--- src/rtl/spi_arb_pkg.sv ---
// Shared types and sizing helpers for the SPI transaction arbiter.
// Holds the FSM state encoding and the counter/index width derivations.
package spi_arb_pkg;

    typedef enum logic [2:0] {
        ST_IDLE  = 3'd0,
        ST_SETUP = 3'd1,
        ST_START = 3'd2,
        ST_WAIT  = 3'd3,
        ST_HOLD  = 3'd4,
        ST_GAP   = 3'd5
    } state_e;

    // One counter serves CS setup, CS hold and the inter-transaction gap.
    function automatic int cnt_width(input int cs_delay, input int gap);
        int m;
        m = (cs_delay > gap) ? cs_delay : gap;
        return $clog2(m) + 1;
    endfunction

    function automatic int idx_width(input int n);
        return (n > 1) ? $clog2(n) : 1;
    endfunction

endpackage

--- src/rtl/rr_arbiter.sv ---
// Combinational round-robin winner select: first set request at or above
// i_ptr, wrapping to index 0. The pointer register lives in the parent.
module rr_arbiter
    import spi_arb_pkg::*;
#(
    parameter int NUM_REQ = 2,
    localparam int IDX_W  = idx_width(NUM_REQ)
) (
    input  logic [NUM_REQ-1:0] i_req,
    input  logic [IDX_W-1:0]   i_ptr,
    output logic [NUM_REQ-1:0] o_gnt,
    output logic               o_valid
);

    logic w_found;

    always_comb begin
        o_gnt   = '0;
        w_found = 1'b0;
        for (int i = 0; i < NUM_REQ; i++) begin
            if (!w_found && i_req[i] && (i >= int'(i_ptr))) begin
                o_gnt[i] = 1'b1;
                w_found  = 1'b1;
            end
        end
        // Wrapped search below the pointer only if nothing was found above it.
        for (int i = 0; i < NUM_REQ; i++) begin
            if (!w_found && i_req[i]) begin
                o_gnt[i] = 1'b1;
                w_found  = 1'b1;
            end
        end
        o_valid = w_found;
    end

endmodule

--- src/rtl/spi_txn_arbiter.sv ---
// Round-robin sequencer of multi-byte SPI transactions onto one byte-level
// SPI engine, owning a chip select per requester with setup/hold/gap timing.
module spi_txn_arbiter
    import spi_arb_pkg::*;
#(
    parameter int NUM_REQ  = 2,
    parameter int LEN_W    = 8,
    parameter int CS_DELAY = 4,
    parameter int GAP      = 2
) (
    input  logic                     clk,
    input  logic                     rst,
    input  logic [NUM_REQ-1:0]       req,
    input  logic [NUM_REQ*LEN_W-1:0] req_len,
    input  logic [NUM_REQ*8-1:0]     tx_data,
    output logic [NUM_REQ-1:0]       tx_ack,
    output logic [7:0]               rx_data,
    output logic [NUM_REQ-1:0]       rx_valid,
    output logic [NUM_REQ-1:0]       done,
    output logic [NUM_REQ-1:0]       grant,
    output logic [NUM_REQ-1:0]       cs_n,
    output logic                     spi_start,
    output logic [7:0]               spi_data_in,
    input  logic                     spi_busy,
    input  logic                     spi_new_data,
    input  logic [7:0]               spi_data_out
);

    localparam int IDX_W = idx_width(NUM_REQ);
    localparam int CNT_W = cnt_width(CS_DELAY, GAP);
    // The state that follows SETUP/HOLD supplies the last delay cycle itself.
    localparam logic [CNT_W-1:0] DELAY_LAST = CNT_W'((CS_DELAY > 1) ? CS_DELAY - 2 : 0);
    localparam logic [CNT_W-1:0] GAP_LAST   = CNT_W'(GAP - 1);

    state_e             r_state,       w_state_nxt;
    logic [CNT_W-1:0]   r_cnt,         w_cnt_nxt;
    logic [LEN_W-1:0]   r_rem,         w_rem_nxt;
    logic [IDX_W-1:0]   r_ptr,         w_ptr_nxt;
    logic [NUM_REQ-1:0] r_grant,       w_grant_nxt;
    logic [NUM_REQ-1:0] r_cs_n,        w_cs_n_nxt;
    logic [NUM_REQ-1:0] r_tx_ack,      w_tx_ack_nxt;
    logic [NUM_REQ-1:0] r_rx_valid,    w_rx_valid_nxt;
    logic [NUM_REQ-1:0] r_done,        w_done_nxt;
    logic               r_spi_start,   w_spi_start_nxt;
    logic [7:0]         r_spi_data_in, w_spi_data_in_nxt;
    logic [7:0]         r_rx_data,     w_rx_data_nxt;

    logic [NUM_REQ-1:0] w_arb_gnt;
    logic               w_arb_valid;
    logic [LEN_W-1:0]   w_win_len;
    logic [IDX_W-1:0]   w_win_ptr;
    logic [7:0]         w_cur_tx;
    logic               w_finish;

    rr_arbiter #(
        .NUM_REQ (NUM_REQ)
    ) u_rr_arbiter (
        .i_req   (req),
        .i_ptr   (r_ptr),
        .o_gnt   (w_arb_gnt),
        .o_valid (w_arb_valid)
    );

    // Slice selection by one-hot vectors: arbiter winner in IDLE, owner afterwards.
    always_comb begin
        w_win_len = '0;
        w_win_ptr = '0;
        w_cur_tx  = '0;
        for (int i = 0; i < NUM_REQ; i++) begin
            if (w_arb_gnt[i]) begin
                w_win_len = req_len[i*LEN_W +: LEN_W];
                w_win_ptr = (i == NUM_REQ - 1) ? '0 : IDX_W'(i + 1);
            end
            if (r_grant[i]) begin
                w_cur_tx = tx_data[i*8 +: 8];
            end
        end
    end

    always_comb begin
        // NOTE: every output of this block gets a default first, so no path infers a latch.
        w_state_nxt       = r_state;
        w_cnt_nxt         = r_cnt;
        w_rem_nxt         = r_rem;
        w_ptr_nxt         = r_ptr;
        w_grant_nxt       = r_grant;
        w_cs_n_nxt        = r_cs_n;
        w_tx_ack_nxt      = '0;
        w_rx_valid_nxt    = '0;
        w_done_nxt        = '0;
        w_spi_start_nxt   = 1'b0;
        w_spi_data_in_nxt = r_spi_data_in;
        w_rx_data_nxt     = r_rx_data;
        w_finish          = 1'b0;

        unique case (r_state)
            ST_IDLE: begin
                if (w_arb_valid) begin
                    w_grant_nxt = w_arb_gnt;
                    w_ptr_nxt   = w_win_ptr;
                    w_rem_nxt   = w_win_len;
                    w_cnt_nxt   = '0;
                    if (w_win_len == '0) begin
                        w_state_nxt = ST_GAP;
                    end else begin
                        w_cs_n_nxt  = ~w_arb_gnt;
                        w_state_nxt = (CS_DELAY == 1) ? ST_START : ST_SETUP;
                    end
                end
            end
            ST_SETUP: begin
                if (r_cnt == DELAY_LAST) begin
                    w_state_nxt = ST_START;
                end else begin
                    w_cnt_nxt = r_cnt + 1'b1;
                end
            end
            ST_START: begin
                if (!spi_busy) begin
                    w_spi_start_nxt   = 1'b1;
                    w_spi_data_in_nxt = w_cur_tx;
                    w_tx_ack_nxt      = r_grant;
                    w_state_nxt       = ST_WAIT;
                end
            end
            ST_WAIT: begin
                if (spi_new_data) begin
                    w_rx_data_nxt  = spi_data_out;
                    w_rx_valid_nxt = r_grant;
                    w_rem_nxt      = r_rem - 1'b1;
                    // Exit test on the pre-decrement count keeps r_rem from wrapping.
                    if (r_rem == LEN_W'(1)) begin
                        if (CS_DELAY == 1) begin
                            w_finish = 1'b1;
                        end else begin
                            w_cnt_nxt   = '0;
                            w_state_nxt = ST_HOLD;
                        end
                    end else begin
                        w_state_nxt = ST_START;
                    end
                end
            end
            ST_HOLD: begin
                if (r_cnt == DELAY_LAST) begin
                    w_finish = 1'b1;
                end else begin
                    w_cnt_nxt = r_cnt + 1'b1;
                end
            end
            ST_GAP: begin
                // A still-set grant here means a zero-length request: retire it first.
                if (r_grant != '0) begin
                    w_done_nxt  = r_grant;
                    w_grant_nxt = '0;
                end else if (r_cnt == GAP_LAST) begin
                    w_state_nxt = ST_IDLE;
                end else begin
                    w_cnt_nxt = r_cnt + 1'b1;
                end
            end
            default: begin
                w_state_nxt = ST_IDLE;
            end
        endcase

        if (w_finish) begin
            w_cs_n_nxt  = '1;
            w_done_nxt  = r_grant;
            w_grant_nxt = '0;
            w_cnt_nxt   = '0;
            w_state_nxt = ST_GAP;
        end
    end

    always_ff @(posedge clk) begin
        // NOTE: non-blocking assignments so every flop samples pre-edge values.
        if (rst) begin
            r_state       <= ST_IDLE;
            r_cnt         <= '0;
            r_rem         <= '0;
            r_ptr         <= '0;
            r_grant       <= '0;
            r_cs_n        <= '1;
            r_tx_ack      <= '0;
            r_rx_valid    <= '0;
            r_done        <= '0;
            r_spi_start   <= 1'b0;
            r_spi_data_in <= '0;
            r_rx_data     <= '0;
        end else begin
            r_state       <= w_state_nxt;
            r_cnt         <= w_cnt_nxt;
            r_rem         <= w_rem_nxt;
            r_ptr         <= w_ptr_nxt;
            r_grant       <= w_grant_nxt;
            r_cs_n        <= w_cs_n_nxt;
            r_tx_ack      <= w_tx_ack_nxt;
            r_rx_valid    <= w_rx_valid_nxt;
            r_done        <= w_done_nxt;
            r_spi_start   <= w_spi_start_nxt;
            r_spi_data_in <= w_spi_data_in_nxt;
            r_rx_data     <= w_rx_data_nxt;
        end
    end

    assign grant       = r_grant;
    assign cs_n        = r_cs_n;
    assign tx_ack      = r_tx_ack;
    assign rx_valid    = r_rx_valid;
    assign done        = r_done;
    assign rx_data     = r_rx_data;
    assign spi_start   = r_spi_start;
    assign spi_data_in = r_spi_data_in;

endmodule

--- config.mk ---
export PLATFORM = sky130hd
export DESIGN_NAME = spi_txn_arbiter
export DESIGN_NICKNAME = d
export VERILOG_FILES = /design/src/rtl/spi_arb_pkg.sv /design/src/rtl/rr_arbiter.sv /design/src/rtl/spi_txn_arbiter.sv
export SDC_FILE = /design/constraint.sdc
export NUM_CORES = 1
export LEC_CHECK = 0
export ABC_AREA = 0
export CORE_ASPECT_RATIO = 1.5
export CORE_MARGIN = 10
export CORE_UTILIZATION = 49
export CTS_CLUSTER_DIAMETER = 50
export CTS_CLUSTER_SIZE = 25
export DETAILED_ROUTE_END_ITERATION = 6
export PLACE_DENSITY_LB_ADDON = 0.15
export SLEW_MARGIN = 30
export SYNTH_ARGS = -nofsm -noshare
export SYNTH_HDL_FRONTEND = slang
export SYNTH_HIERARCHICAL = 1
export SYNTH_SLANG_ARGS = --single-unit
--- constraint.sdc ---
create_clock -name clk -period 4.97 [get_ports clk]
set_clock_uncertainty 0.05 [all_clocks]
set_input_delay 0.497 -clock clk [delete_from_list [all_inputs] [get_ports clk]]
set_output_delay 0.497 -clock clk [all_outputs]
set_load 0.02 [all_outputs]
==> impl_results.md, run 1 <==
* Crit path DAT at 2770 ps
* Crit start category: input pin
* Area growth syn-to-layout at 36.3%
* Vert. Die Dim at between 100 and 150 µm
* P_leak at 1.07 nW
* Most used cell along the critical path: a21boi_1
* Worst slew pin tran at between 700 and 800 ps
* Finished Cell Area at 3020 µm²
* CP endpoint kind: flop
* Final global-route overflow total at 0
* Vias in the first global route at 2105
* Vias/cell at 5.79
* Drt initial violations at 148
* Chip width at 74.9 µm
* Seq pwr share at 0.395
* Hold crit path type: reg -> reg
* Detailed Route WL at 6370 µm
* Clk slew on worst S/H paths at approximately 90 ps
* Critical Path Max Stage Delay at 650 ps
* Area contributors post-synth: dfxtp_1 (38%), a22oi_1 (5.4%), nand2_1 (5.4%), nor2_1 (4.9%), a21oi_1 (4.5%)
* Clk pwr share at 0.199
* TNS Setup at 0 ps
* Syn_nets at 328
* Hold-fix buffers at CTS at 0
* Max Clk Rate at about 380 MHz
* Crit path max fanout at 11
* Complex-gate fraction of the synthesized area at 0.252
* Final Slew Violations at 0
* Core footprint at 4320 µm²
* Hold WS at 406 ps
* Most frequent cells in the layout: clkdlybuf4s50_1 (72), dfxtp_1 (42), nand2_1 (32), nor2_1 (29), a21oi_1 (20)
* Sw Pwr at 0.463 mW
* Root buf cell: clkbuf_8
* Wire length of the first global-routing pass at 10400 µm
* Mapped Area at 2220 µm²
* Post-synthesis sequential area ratio at 0.379
* Setup violations, final at 0
* CTS resizes at 0
* Initial Util at 0.514
* Num rows at 29
* DRC at 0
* Worst-Skew Late Latency at around 300 ps
* Avg WL per Cell at ~16 µm
* Outcome: complete, no violations
* Slew HR at 0.485
* Post-synthesis cell type count at 51
* Synth Register Bits at 42
* Setup repair bufs after CTS at 0
* CP required at 5140 ps
* Cell area after placement at approximately 2900 µm²
* I/O Buffers at ~70
* Crit path kind: in -> reg
* CTS tree: built
* Routed Antenna Nets at 0
* Vias at ~2200
* Die ar. at 7670 µm²
* Antenna diodes at 0
* Routed met2 length at between 3000 and 4000 µm
* GRT Util Overall at 0.169
* Internal power at about 0.7 mW
* Util after Layout at 0.700
* Commonest non-fill, non-tap cell in the layout: clkdlybuf4s50_1
* Yosys Warn Count at 6
* Routability congestion estimate at between 0.9 and 1
* CP cell instances: clkdlybuf4s50_1 -> a21boi_1 -> nor2b_1 -> a21boi_1 -> nor4b_1 -> a31oi_1 -> a211oi_1
* Post-synthesis cell count at 277
* Cell taking the most area after synthesis: dfxtp_1
* Simple-Gate Fraction of Synth Area at 0.257
* Clk sinks at 42
* Pwr dens at around 390 nW/µm²
* Peak VDD IR at around 0.19 mV
* CTS buffer count at 5
* Top-area cell type share of the netlist area at 0.379
* Largest family of logic cells by synthesized area: simple AND/OR/NAND/NOR gates
* Total power at between 1 and 1.5 mW
* Combinational Power Share at 0.406
* RSZ-0062 raised after global routing: false
* Fill cells at around 360
* Initial antenna violation count at 0
* Share of cells above drive strength 1 at 0.0557
* Adder-cell share of the synthesized area at 0.0282
* Largest net degree at the start of global routing at 37
* Highest Signal Layer: met4
* Metal3 WL at 349 µm
* Num ports at 73
* Slowest cell on crit path: a21boi_1
* Final #Nets at 391
* Shortest period the worst path allows at 2600 ps
* Max-Cap Viols at 0
* CTS Buffer Depth at 2
* Detail Placement HPWL at 4880 µm
* Post-Synth XOR/XNOR Area at 0.00395
* Mean Syn Cell Area at 8.01 µm²
* First-pass detailed-route iteration total at 4
* Htree depth at 2
* Multiplexer area fraction after synthesis at 0.0271
* Period utilization at 0.523
* M1 wire length at 2470 µm
* Net Sw Frac at 0.397
* Hold Fails Final Rpt at 0
==> cell type report <==
cell class	instances	area (µm²)	area share
Multi-Input combinational cell	206	1260	0.417
Sequential cell	42	841	0.278
Timing Repair Buffer	73	728	0.241
Clock buffer	5	68.8	0.0228
Tap cell	46	57.6	0.0190
Inverter	12	45.0	0.0149
Clock inverter	3	23.8	0.00786
==> final timing paths <==
path | from | end | slack (ps) | cells after the start
worst min register to register | rx_data[3]$_SDFFE_PP0P_ | rx_data[3]$_SDFFE_PP0P_ | 410 | 2
worst max register to register | r_ptr$_SDFFE_PP0P_ | r_state[2]$_SDFFE_PP0P_ | 2690 | 7
worst min-delay path | rx_data[3]$_SDFFE_PP0P_ | rx_data[3]$_SDFFE_PP0P_ | 410 | 2
worst max-delay path | req[1] | r_state[2]$_SDFFE_PP0P_ | 2370 | 7
==> per-stage QoR <==
stage          instances  worst slack [ps]
2_1_floorplan        277              3150
3_3_place_gp         379              2230
3_5_place_dp         379              2100
4_1_cts              387              2420
5_1_grt              387              2150
6_report             387              2370
==> state kept, by name, summed over array words and instances (netlist names) <==
name	cells
cs_n	2
done	2
grant	2
r_cnt	3
r_ptr	1
r_rem	8
r_state	3
rx_data	8
rx_valid	2
spi_data_in	8
spi_start	1
tx_ack	2
==> power by group through the flow <==
| stage | Clock [mW] | Combinational (mW) | Sequential [mW] |
|---|---|---|---|
| floorplan | 0 | 0.343 | 0.450 |
| global placement | 0 | 0.463 | 0.464 |
| detailed placement | 0 | 0.473 | 0.466 |
| CTS | 0.237 | 0.475 | 0.459 |
| global route | 0.252 | 0.524 | 0.472 |
| finish | 0.232 | 0.473 | 0.461 |
==> logic make-up after synthesis <==
family / Yosys count
AND/OR/NAND/NOR: 111
AO/OA/AOI/OAI: 83
flip-flops: 42
buffers and inverters: 29
multiplexers: 6
adder cells (fa/ha/maj): 5
XOR/XNOR: 1
==> per-layer routing <==
layer	vias up	GRT usage
li1	1126	-
met1	1041	0.181
met3	9	0.0330
met4	0	0.0526
met5	-	0
met2	63	0.317
==> critical path: cells and delay by family <==
kind / cells / cell delay [ps]
and+or+nand+nor: 2 / 570
AOI/OAI and AO/OA: 4 / 1210
buffers and inverters: 1 / 490
==> synthesized netlist by cell type, drive strengths merged <==
cell     instances
mux2i            6
or4bb            1
ha               5
a211o            1
o22ai            2
nor4b            2
nand2           32
nand4bb          1
clkbuf           8
nand3            4
o21ai           13
o311ai           1
nand3b           1
buf              9
nand2b           7
o211ai           1
or2              3
dfxtp           42
nand4            3
o211a            1
and2             3
and3             1
a211oi          11
inv             11
a31o             1
or3              2
a22oi           16
a21boi           4
and4             1
nor2b            6
nor3             5
or3b             1
nor4             6
and3b            1
or4              1
nor2            30
a21oi           22
a221oi           2
o221ai           1
xnor2            1
a21o             3
a31oi            4
clkinv           1
(Power assumes the default switching activity.)
==> run 2, diff against run 1 <==
- CORE_UTILIZATION: 49 -> 46
- clock period: 4.97 -> 2.4 ns (I/O delays scaled with it)
==> run 2 against run 1 <==
Effect of this change:
- clock-buffer cell count stayed put
- register-to-register slack worse by 2200 ps
- first-iteration DRC count is 7.4% lower
- die area is 5.0% higher
- critical path depth is 2 lower
- global-route usage is 1.7 points lower
- final cell count is 5.9% higher
- via count is 2.1% higher
- power is 120% higher
- flip-flop and latch count stayed put
- combinational power is 110% higher
- critical endpoint is now spi_data_in[6]$_SDFFE_PP0P_
- largest cell class unchanged
- largest power group unchanged
==> impl_results.md, run 2 (synthesis results as in run 1) <==
* Outcome: complete, no violations (unchanged)
* CTS resizes at 0 (unchanged)
* Setup repair bufs after CTS at 0 (unchanged)
* Vias at 2287 (was 2239)
* Commonest non-fill, non-tap cell in the layout: clkdlybuf4s50_1 (unchanged)
* Drt initial violations at 137 (was 148)
* CP endpoint kind: flop (unchanged)
* Setup violations, final at 0 (unchanged)
* First-pass detailed-route iteration total at 4 (unchanged)
* TNS Setup at 0 ps (unchanged)
* Vias in the first global route at 2103 (was 2105)
* Shortest period the worst path allows at 1950 ps
* Crit path DAT at 2110 ps (was 2770 ps)
* Slew HR at 0.602 (was 0.485)
* Area growth syn-to-layout at 39.9% (was 36.3%)
* Hold Fails Final Rpt at 0 (unchanged)
* Routability congestion estimate at 0.918 (was 0.902)
* Num rows at 30 (was 29)
* Worst slew pin tran at 596 ps (was 771 ps)
* GRT Util Overall at 0.152 (was 0.169)
* Hold crit path type: reg -> reg (unchanged)
* Hold-fix buffers at CTS at 0 (unchanged)
* Final Slew Violations at 0 (unchanged)
* Crit path kind: reg -> reg (was in -> reg)
* Detailed Route WL at 6440 µm (was 6370 µm)
* Core footprint at 4620 µm² (was 4320 µm²)
* Total power at 2.53 mW (was 1.17 mW)
* Num ports at 73 (unchanged)
* Routed Antenna Nets at 0 (unchanged)
* Clk sinks at 42 (unchanged)
* Vert. Die Dim at 105 µm (was 102 µm)
* Avg WL per Cell at 15.7 µm (was 16.5 µm)
* Vias/cell at 5.58 (was 5.79)
* Root buf cell: clkbuf_8 (unchanged)
* Max Clk Rate at ~500 MHz
* Die ar. at 8060 µm² (was 7670 µm²)
* DRC at 0 (unchanged)
* Htree depth at 2 (unchanged)
* Pwr dens at 816 nW/µm² (was 385 nW/µm²)
* CTS Buffer Depth at 2 (unchanged)
* Worst-Skew Late Latency at 300 ps (about the same)
* Crit start category: flop (was input pin)
* CTS tree: built (unchanged)
* Peak VDD IR at 0.468 mV (was 0.188 mV)
* Chip width at 76.7 µm (was 74.9 µm)
* Initial antenna violation count at 0 (unchanged)
* I/O Buffers at 72 (unchanged)
* Share of cells above drive strength 1 at 0.0694 (was 0.0557)
* Clk slew on worst S/H paths at 90 ps (about the same)
* Start point of the critical path: r_state[0]$_SDFFE_PP0P_ (was req[1])
* Final global-route overflow total at 0 (unchanged)
* Largest net degree at the start of global routing at 27 (was 37)
* CTS buffer count at 5 (unchanged)
* Initial Util at 0.480 (was 0.514)
* Crit path max fanout at 18 (was 11)
* Wire length of the first global-routing pass at 10400 µm (about the same)
* Detail Placement HPWL at 4880 µm (about the same)
* P_leak at 1.12 nW (was 1.07 nW)
* Worst Hold Launch: rx_data[5]$_SDFFE_PP0P_ (was rx_data[3]$_SDFFE_PP0P_)
* Final #Nets at 396 (was 391)
* Most frequent cells in the layout: clkdlybuf4s50_1 (72), dfxtp_1 (42), nand2_1 (32), nor2_1 (29), a21oi_1 (20) (unchanged)
* FF-to-FF Start: r_state[0]$_SDFFE_PP0P_ (was r_ptr$_SDFFE_PP0P_)
* Period utilization at 0.813
* CP required at 2560 ps (was 5140 ps)
* Antenna diodes at 0 (unchanged)
* RSZ-0062 raised after global routing: false (unchanged)
* Max-Cap Viols at 0 (unchanged)
## run 2: changes by cell type in the layout (fill, tap and decap cells not counted)
cell / before / now
clkinvlp_4: 2 / 0
buf_4: 1 / 6
bufinv_16: 0 / 1
clkinv_2: 0 / 1
## run 2: per-layer routing
metal	up-vias	track usage	routed length, µm
li1	1132	-	-
met1	1083	0.174	2680
met2	65	0.270	3370
met3	7	0.0343	297
met4	0	0.0493	89
met5	-	0	0
## run 2: critical path: stages, from the launching register on
cell and delay, ps:
dfxtp_1 490, nor2_1 330, nand2_1 140, nor2_2 500
nor2_1 100, a211oi_1 250
## run 2: power by group
group | internal, mW | switching (mW) | total, mW
Sequential | 0.794 | 0.156 | 0.950
Clock | 0.312 | 0.262 | 0.575
Combinational | 0.472 | 0.538 | 1.01
## run 2: cell type report
cell class	count	area (µm²)
Fill cell	429	1510
Multi-Input combinational cell	206	1260
Clock buffer	5	68.8
Clock inverter	3	43.8
Timing Repair Buffer	78	766
Inverter	12	45.0
Tap cell	64	80.1
Sequential cell	42	841
## run 2: through the flow
step                      cell area, µm²  worst slack [ps]   util  hold slack (ps)  std cells
after detailed placement            2990               296  0.648              397        402
after CTS                           3100               444  0.672              409        410
after global routing                3100               294  0.672              425        410
final                               3100               450  0.672              406        410
after floorplan                     2220               799      -              285        277
after global placement              2990               337  0.648              391        402
## run 2: worst paths after layout
| path | to | slack (ps) | cells after the start |
|---|---|---|---|
| max reg2reg | spi_data_in[6]$_SDFFE_PP0P_ | 450 | 5 |
| min | rx_data[5]$_SDFFE_PP0P_ | 410 | 2 |
| max | spi_data_in[6]$_SDFFE_PP0P_ | 450 | 5 |
| min reg2reg | rx_data[5]$_SDFFE_PP0P_ | 410 | 2 |
